$ cat config.mk
export PLATFORM = sky130hd
export DESIGN_NAME = axis_pulse_seq_meas
export DESIGN_NICKNAME = d
export VERILOG_FILES = /design/src/rtl/axis_pulse_seq_pkg.sv /design/src/rtl/axis_pulse_seq_player.sv /design/src/rtl/axis_pulse_seq_meas.sv
export SDC_FILE = /design/constraint.sdc
export NUM_CORES = 1
export LEC_CHECK = 0
export ABC_CLOCK_PERIOD_IN_PS = 17760
export CAP_MARGIN = 20
export CORE_MARGIN = 2
export CORE_UTILIZATION = 53
export DETAILED_ROUTE_END_ITERATION = 10
export GPL_TIMING_DRIVEN = 0
export PLACE_DENSITY = 0.76
export SYNTH_ARGS = -nofsm -noshare
export SYNTH_HDL_FRONTEND = slang
export SYNTH_HIERARCHICAL = 1
export SYNTH_SLANG_ARGS = --single-unit
$ cat constraint.sdc
create_clock -name aclk -period 17.76 [get_ports aclk]
set_clock_uncertainty 0.2 [all_clocks]
set_input_delay 5.328 -clock aclk [delete_from_list [all_inputs] [get_ports aclk]]
set_output_delay 5.328 -clock aclk [all_outputs]
set_load 0.005 [all_outputs]
$ cat src/rtl/axis_pulse_seq_pkg.sv
// Shared types and cfg_data field layout for the pulse sequencer / measurement block.
package axis_pulse_seq_pkg;

    typedef enum logic [2:0] {
        ST_SKIP     = 3'd0,
        ST_PRE_OFF  = 3'd1,
        ST_RAMP_UP  = 3'd2,
        ST_PULSE    = 3'd3,
        ST_RAMP_DN  = 3'd4,
        ST_POST_OFF = 3'd5,
        ST_EVAL     = 3'd6
    } meas_state_e;

    // Length fields are indexed in units of CNTR_WIDTH from bit 0; the two 32-bit
    // words follow the length fields and are offset relative to their end.
    localparam int unsigned CFG_IDX_OFFSET_START = 0;
    localparam int unsigned CFG_IDX_OFFSET_WIDTH = 1;
    localparam int unsigned CFG_IDX_RAMP         = 2;
    localparam int unsigned CFG_IDX_WIDTH        = 3;
    localparam int unsigned CFG_NUM_LEN_FIELDS   = 4;
    localparam int unsigned CFG_THRESHOLD_REL    = 0;
    localparam int unsigned CFG_SEG_LEN_REL      = 32;

    function automatic meas_state_e next_state(input meas_state_e st);
        case (st)
            ST_SKIP:     return ST_PRE_OFF;
            ST_PRE_OFF:  return ST_RAMP_UP;
            ST_RAMP_UP:  return ST_PULSE;
            ST_PULSE:    return ST_RAMP_DN;
            ST_RAMP_DN:  return ST_POST_OFF;
            ST_POST_OFF: return ST_EVAL;
            default:     return ST_SKIP;
        endcase
    endfunction

endpackage

$ cat src/rtl/axis_pulse_seq_player.sv
// Waveform playback: walks the points of the current BRAM segment and switches
// segment only when the last point of a segment is accepted.
module axis_pulse_seq_player
    import axis_pulse_seq_pkg::*;
#(
    parameter int SEG_W           = 2,
    parameter int BRAM_ADDR_WIDTH = 10
) (
    input  logic                       clk_i,
    input  logic                       rst_ni,
    input  logic [31:0]                seg_len_i,
    input  logic [SEG_W-1:0]           pending_seg_i,
    input  logic                       m_tready_i,
    output logic                       m_tvalid_o,
    output logic                       m_tlast_o,
    output logic [BRAM_ADDR_WIDTH-1:0] bram_addr_o,
    output logic [SEG_W-1:0]           seg_index_o
);

    logic [31:0]                point_q;
    logic [SEG_W-1:0]           seg_q;
    logic                       tvalid_q;
    logic [31:0]                len_eff_s;
    logic [31:0]                last_pt_s;
    logic                       at_end_s;
    logic                       fire_s;
    logic [31:0]                point_nx_s;
    logic [SEG_W-1:0]           seg_nx_s;
    logic [BRAM_ADDR_WIDTH-1:0] cur_addr_s;
    logic [BRAM_ADDR_WIDTH-1:0] nxt_addr_s;

    function automatic logic [BRAM_ADDR_WIDTH-1:0] seg_addr(
        input logic [SEG_W-1:0] seg,
        input logic [31:0]      len,
        input logic [31:0]      pt
    );
        return BRAM_ADDR_WIDTH'(seg) * BRAM_ADDR_WIDTH'(len) + BRAM_ADDR_WIDTH'(pt);
    endfunction

    // Next point/segment decode; a zero segment length behaves as a one-point segment.
    always_comb begin
        len_eff_s  = (seg_len_i == 32'd0) ? 32'd1 : seg_len_i;
        last_pt_s  = len_eff_s - 32'd1;
        at_end_s   = (point_q >= last_pt_s);
        fire_s     = tvalid_q & m_tready_i;
        point_nx_s = at_end_s ? 32'd0 : (point_q + 32'd1);
        seg_nx_s   = at_end_s ? pending_seg_i : seg_q;
        cur_addr_s = seg_addr(seg_q, len_eff_s, point_q);
        nxt_addr_s = seg_addr(seg_nx_s, len_eff_s, point_nx_s);
    end

    // Point / segment registers, advanced only on accepted beats.
    always_ff @(posedge clk_i or negedge rst_ni) begin
        if (!rst_ni) begin
            point_q  <= 32'd0;
            seg_q    <= {SEG_W{1'b0}};
            tvalid_q <= 1'b0;
        end else begin
            tvalid_q <= 1'b1;
            if (fire_s) begin
                point_q <= point_nx_s;
                seg_q   <= seg_nx_s;
            end
        end
    end

    // The BRAM registers its address, so presenting the upcoming address on an
    // accepted beat keeps read data aligned with point_q.
    assign bram_addr_o = fire_s ? nxt_addr_s : cur_addr_s;
    assign m_tvalid_o  = tvalid_q;
    assign m_tlast_o   = (point_q == last_pt_s);
    assign seg_index_o = seg_q;

endmodule

$ cat src/rtl/axis_pulse_seq_meas.sv
// Pulse measurement: integrates offset and pulse windows of the input stream each
// period and chooses the next playback segment from the result vs. threshold.
module axis_pulse_seq_meas
    import axis_pulse_seq_pkg::*;
#(
    parameter int AXIS_TDATA_WIDTH = 16,
    parameter int CNTR_WIDTH       = 16,
    parameter int ACC_WIDTH        = 40,
    parameter int NUM_SEG          = 4,
    parameter int BRAM_ADDR_WIDTH  = 10,
    parameter int BRAM_DATA_WIDTH  = 16
) (
    input  logic                        aclk,
    input  logic                        aresetn,
    input  logic [CNTR_WIDTH*4+63:0]    cfg_data,
    output logic [31:0]                 sts_data,
    output logic                        overload,
    input  logic [AXIS_TDATA_WIDTH-1:0] s_axis_tdata,
    input  logic                        s_axis_tvalid,
    output logic                        s_axis_tready,
    output logic [BRAM_DATA_WIDTH-1:0]  m_axis_tdata,
    output logic                        m_axis_tvalid,
    output logic                        m_axis_tlast,
    input  logic                        m_axis_tready,
    output logic                        bram_porta_clk,
    output logic                        bram_porta_rst,
    output logic [BRAM_ADDR_WIDTH-1:0]  bram_porta_addr,
    input  logic [BRAM_DATA_WIDTH-1:0]  bram_porta_rddata
);

    localparam int SEG_W    = (NUM_SEG > 2) ? $clog2(NUM_SEG) : 1;
    localparam int LEN_BASE = CFG_NUM_LEN_FIELDS * CNTR_WIDTH;

    logic [CNTR_WIDTH-1:0]       offset_start_s, offset_width_s, ramp_s, width_s;
    logic [31:0]                 threshold_s, seg_len_s;
    meas_state_e                 state_q, eff_state_s;
    logic [CNTR_WIDTH-1:0]       cntr_q, cntr_eff_s, eff_len_s;
    logic                        last_beat_s, eval_s, eval_done_q;
    logic signed [ACC_WIDTH-1:0] offset_acc_q, pulse_acc_q, result_q;
    logic signed [ACC_WIDTH-1:0] sample_ext_s, thr_ext_s, result_d_s;
    logic [SEG_W-1:0]            pending_q, pending_d, seg_index_s;
    logic [23:0]                 period_q;
    logic                        overload_q;

    assign offset_start_s = cfg_data[CFG_IDX_OFFSET_START*CNTR_WIDTH +: CNTR_WIDTH];
    assign offset_width_s = cfg_data[CFG_IDX_OFFSET_WIDTH*CNTR_WIDTH +: CNTR_WIDTH];
    assign ramp_s         = cfg_data[CFG_IDX_RAMP*CNTR_WIDTH +: CNTR_WIDTH];
    assign width_s        = cfg_data[CFG_IDX_WIDTH*CNTR_WIDTH +: CNTR_WIDTH];
    assign threshold_s    = cfg_data[LEN_BASE+CFG_THRESHOLD_REL +: 32];
    assign seg_len_s      = cfg_data[LEN_BASE+CFG_SEG_LEN_REL +: 32];

    function automatic logic [CNTR_WIDTH-1:0] state_len(
        input meas_state_e           st,
        input logic [CNTR_WIDTH-1:0] os,
        input logic [CNTR_WIDTH-1:0] ow,
        input logic [CNTR_WIDTH-1:0] rp,
        input logic [CNTR_WIDTH-1:0] wd
    );
        case (st)
            ST_SKIP:                return os;
            ST_PRE_OFF, ST_POST_OFF: return ow;
            ST_RAMP_UP, ST_RAMP_DN: return rp;
            ST_PULSE:               return wd;
            default:                return {CNTR_WIDTH{1'b0}};
        endcase
    endfunction

    // Zero-length windows are skipped in the same cycle, so the beat on the
    // wire is credited to the first window that actually has a length.
    always_comb begin
        eff_state_s = state_q;
        for (int i = 0; i < 6; i++) begin
            eff_state_s = (eff_state_s != ST_EVAL &&
                           state_len(eff_state_s, offset_start_s, offset_width_s, ramp_s, width_s)
                               == {CNTR_WIDTH{1'b0}}) ? next_state(eff_state_s) : eff_state_s;
        end
        eff_len_s    = state_len(eff_state_s, offset_start_s, offset_width_s, ramp_s, width_s);
        cntr_eff_s   = (eff_state_s == state_q) ? cntr_q : {CNTR_WIDTH{1'b0}};
        last_beat_s  = ({1'b0, cntr_eff_s} + (CNTR_WIDTH+1)'(1)) >= {1'b0, eff_len_s};
        eval_s       = (eff_state_s == ST_EVAL);
        sample_ext_s = {{(ACC_WIDTH-AXIS_TDATA_WIDTH){s_axis_tdata[AXIS_TDATA_WIDTH-1]}}, s_axis_tdata};
        thr_ext_s    = {{(ACC_WIDTH-32){threshold_s[31]}}, threshold_s};
        result_d_s   = pulse_acc_q - offset_acc_q;
        if (eval_s) begin
            pending_d = (result_d_s < thr_ext_s) ? (seg_index_s + SEG_W'(1)) : {SEG_W{1'b0}};
        end else begin
            pending_d = pending_q;
        end
    end

    // Measurement FSM with accumulators, period counter and overload flag.
    always_ff @(posedge aclk or negedge aresetn) begin
        if (!aresetn) begin
            state_q      <= ST_SKIP;
            cntr_q       <= {CNTR_WIDTH{1'b0}};
            offset_acc_q <= {ACC_WIDTH{1'b0}};
            pulse_acc_q  <= {ACC_WIDTH{1'b0}};
            result_q     <= {ACC_WIDTH{1'b0}};
            pending_q    <= {SEG_W{1'b0}};
            period_q     <= 24'd0;
            eval_done_q  <= 1'b0;
            overload_q   <= 1'b0;
        end else begin
            pending_q   <= pending_d;
            eval_done_q <= eval_s;
            if (eval_done_q) begin
                overload_q <= (result_q < thr_ext_s);
            end
            if (eval_s) begin
                result_q     <= result_d_s;
                offset_acc_q <= {ACC_WIDTH{1'b0}};
                pulse_acc_q  <= {ACC_WIDTH{1'b0}};
                period_q     <= period_q + 24'd1;
                state_q      <= ST_SKIP;
                cntr_q       <= {CNTR_WIDTH{1'b0}};
            end else if (s_axis_tvalid) begin
                case (eff_state_s)
                    ST_PRE_OFF, ST_POST_OFF: offset_acc_q <= offset_acc_q + sample_ext_s;
                    ST_PULSE:                pulse_acc_q  <= pulse_acc_q + sample_ext_s;
                    default:                 ;
                endcase
                if (last_beat_s) begin
                    state_q <= next_state(eff_state_s);
                    cntr_q  <= {CNTR_WIDTH{1'b0}};
                end else begin
                    state_q <= eff_state_s;
                    cntr_q  <= cntr_eff_s + CNTR_WIDTH'(1);
                end
            end
        end
    end

    axis_pulse_seq_player #(
        .SEG_W           (SEG_W),
        .BRAM_ADDR_WIDTH (BRAM_ADDR_WIDTH)
    ) u_player (
        .clk_i         (aclk),
        .rst_ni        (aresetn),
        .seg_len_i     (seg_len_s),
        .pending_seg_i (pending_d),
        .m_tready_i    (m_axis_tready),
        .m_tvalid_o    (m_axis_tvalid),
        .m_tlast_o     (m_axis_tlast),
        .bram_addr_o   (bram_porta_addr),
        .seg_index_o   (seg_index_s)
    );

    assign sts_data       = {8'(seg_index_s), period_q};
    assign overload       = overload_q;
    assign s_axis_tready  = 1'b1;
    assign m_axis_tdata   = bram_porta_rddata;
    assign bram_porta_clk = aclk;
    assign bram_porta_rst = ~aresetn;

endmodule

==> summary.txt <==
path depth of the worst reg2reg path = 24
Clock Latency Late Sink = 0.66 ns
Syn Area/Cell = 8.34 sq um
reg2reg setup slack = 11.03 ns
Pleak = 11.7 nW
RSZ-0062 raised after global routing = yes
worst-margin pin slew = 0.864 ns
Core Box Area = 0.0378 sq mm
DR WL met2 = 28,700 microns
first-pass GRT wire length = 94,800 microns
Layout area overhead = 20.8%
CP Class = input pin to output pin
Clock Pin Slew Worst Setup and Hold Paths = 0.06 ns
Syn Inst Count = 2,440
die footprint = 0.0400 sq mm
IO Port Bufs = 197
Worst Path Arrival = 12.21 ns
via count = 19,300
Worst Hold Path EP = result_q[14]
worst min-delay path category = register to register
Worst Path Max Fanout = 4
area leader, netlist = dfrtp_1
Fin Setup TNS = 0 ns
vias in the first global route = 19,000
# rows = 71
fin worst setup slack = 0.0206 ns
area share of the largest cell type after synthesis = 24.8%
CP Launch Type = input pin
Hold Violations, Final = 0
pre-CTS setup slack = -2.08 ns
Die Width = 200 microns
grt total ovfl = 0
vias per inst = 5.96
flop and latch count out of synthesis = 202
Tot Pwr = 0.00382 W
WL met3 = 3230 microns
sequential cell area fraction in the yosys report = 24.8%
chip height = 200 microns
ys flop type = dfrtp_1
number of flops mapped to enable cells by yosys = 0
top cells by area, synth = dfrtp_1 (25%), ha_1 (16%), xnor2_1 (5.4%), nand2_1 (5.3%), a21oi_1 (4.1%)
Fmax achieved = 0.0564 GHz
Crit Reg-Reg Startpoint = state_q[2]
Setup crit end kind = output pin
Hold Path Depth = 2
mapped cell area = 0.0204 sq mm
Post-DP HPWL = 45,000 microns
Final Util = 65.1%
largest net degree at the start of global routing = 116
WL/cell = 18.5 microns
HP Start = result_q[14]
Slew Limit Headroom = 41.7%
drt pass-1 iters = 7
Critical Path Start = cfg_data[112]
YS warnings = 6
Remaining DRCs = 0
Overall Global Routing Usage = 29.5%
filler cell count = 3,107
Buf/Inv on CP = 3
slowest stage delay, CP = 0.56 ns
P per Cell Area = 156 mW/mm^2
initial antenna violation count = 0
async set-reset flop share out of synthesis = 100%
max-cap viol count = 0
Final min period = 17.74 ns
delay-heaviest family, CP = simple AND/OR/NAND/NOR gates
CTS Hold Bufs = 0
ratio of cells with drive above 1 in the final layout = 9.41%
final non-filler cell total = 3,243
Worst Path Required = 12.23 ns
GP Congestion = 0.997
reg2reg end = cntr_q[9]
Nets = 3,166
starting density of the core = 53.9%
outcome = finished, final reports clean
Final Setup Violations = 0
Slew Limit Fails = 0
met1 WL = 25,700 microns
ANT cells = 0
drt first-iter violations = 1,557
DR top layer = met4
Synth cell types = 91
Top Ports = 228
worst vdd ir = 121 uV
antenna-violating nets left = 0
Final Cycle Share = 99.9%
placed cell count = 3,156
drt total wl = 60,000 microns
Crit-path slowest cell = or4_4
CTS tree = done
[worst reg2reg max path, stage by stage, from the launching register on]
cell and delay (ns):
dfrtp_1 0.32, clkbuf_1 0.34, nor3_1 0.16, o21ai_0 0.59
a41oi_4 0.36, o311ai_4 0.40, nand2_1 0.23, and2_1 0.22
clkbuf_1 0.17, clkbuf_1 0.25, a222oi_1 0.42, a21boi_0 0.26
ha_1 0.27, nor2b_1 0.13, o21a_1 0.16, o21ai_0 0.15
nand2b_1 0.07, a31oi_1 0.18, o311ai_0 0.14, a21o_1 0.20
a21oi_1 0.50, and3_1 0.23, clkbuf_1 0.26, buf_2 0.29
a22o_1 0.16
[where the power goes]
group / internal, W / switching [W]
Clock: 0.000324 / 0.000211
Sequential: 0.000599 / 0.000103
Combinational: 0.00106 / 0.00153
Total: 0.00198 / 0.00184
[metrics by stage]
step | hold slack (ns) | cell area [sq um]
final | 0.277 | 24600
after global placement | 0.261 | 23000
after detailed placement | 0.268 | 23100
after CTS | 0.283 | 24300
after floorplan | 0.241 | 20400
after global routing | 0.296 | 24600
[synthesized netlist by cell type (4+ instances only)]
cell type    n
a21oi_1    166
mux2i_1     23
a21boi_0    18
mux2_2      15
xor2_1      82
a211oi_1    12
and4_1      10
or3_1       28
nor4_1      23
a41oi_1      6
xnor2_1    125
a31o_2       5
a222oi_1    16
o31ai_1     26
dfrtp_1    202
o211ai_1    13
o31ai_2      8
a22o_1      19
o2111ai_1    8
nand3_1     99
fa_1        21
nor2_1     143
and2_1      11
ha_1       265
buf_2       11
clkbuf_1    53
or4_1        4
o21ai_0    138
and3_1      22
nor2b_1     31
nand2b_1    36
or2_2        9
nand2_1    288
nand3b_1     4
nand4_1     41
inv_1      160
nor3_1      59
a211o_1      5
a31oi_1     13
nor4_4       5
buf_4       25
o21a_1      27
o21bai_1    17
a221oi_1     6
a21o_1      67
[how the worst max path moves through the flow]
stage	slack, ns	end	cells after the start
global route	-0.20	bram_porta_addr[9]	35
global placement	-1.90	bram_porta_addr[9]	35
detailed placement	-2.08	bram_porta_addr[9]	35
CTS	0.07	bram_porta_addr[9]	34
finish	0.02	bram_porta_addr[9]	35
floorplan	0.11	bram_porta_addr[9]	33
[per-layer routing]
layer,vias to the layer above,global-route usage [%]
met5,-,0
met4,0,11.2
met2,602,50.1
met3,146,4.59
li1,9313,-
met1,9261,37.8
[registers in the layout, indices dropped and copies added (netlist names)]
register / count
cntr_q: 16
eval_done_q: 1
offset_acc_q: 40
overload: 1
pending_q: 2
period_q: 24
pulse_acc_q: 40
result_q: 40
state_q: 3
u_player/m_tvalid_o: 1
u_player/point_q: 32
u_player/seg_index_o: 2
[area by class of cell]
type	instances	area [sq um]	share of cell area (%)
Multi-Input combinational cell	1989	14600	59.5
Tap cell	511	639	2.60
Sequential cell	202	5050	20.6
Clock inverter	3	40.0	0.163
Timing Repair Buffer	241	2310	9.41
Inverter	163	612	2.49
Clock buffer	43	803	3.27
Buffer	91	484	1.97
[what timing repair did]
action,4_1_cts,5_1_grt
buffers inserted,26,16
resized for setup,90,72
pin swaps,33,40
setup endpoints to repair,9,4
[cells in the final DEF (no fill, tap or decap), types with 13 or more instances in the layout]
master / count
nand2_1: 286
ha_1: 262
dfrtp_1: 202
clkdlybuf4s50_1: 167
a21oi_1: 162
inv_1: 160
nor2_1: 138
o21ai_0: 136
xnor2_1: 123
nand3_1: 97
xor2_1: 82
a21o_1: 67
buf_4: 66
nor3_1: 54
clkbuf_1: 54
nand4_1: 41
nand2b_1: 36
nor2b_1: 30
clkbuf_16: 28
o21a_1: 27
or3_1: 25
o31ai_1: 24
and3_1: 22
mux2i_1: 22
fa_1: 20
a22o_1: 19
a21boi_0: 18
o21bai_1: 17
a222oi_1: 16
clkbuf_2: 15
mux2_2: 14
o211ai_1: 13
nor4_1: 13
[cell families (layout without fill, tap and decap cells)]
| kind of cell | Yosys count | after routing | share of synthesized area, % |
|---|---|---|---|
| flops | 202 | 202 | 24.8 |
| buf+inv | 254 | 541 | 5.25 |
| fa+ha+maj | 286 | 286 | 18.4 |
| compound gates | 613 | 613 | 20.1 |
| simple gates | 832 | 832 | 20.1 |
| other cells | 3 | 8 | 0.0553 |
| xor+xnor | 210 | 210 | 9.21 |
| mux | 40 | 40 | 2.11 |
(Power assumes the default switching activity.)
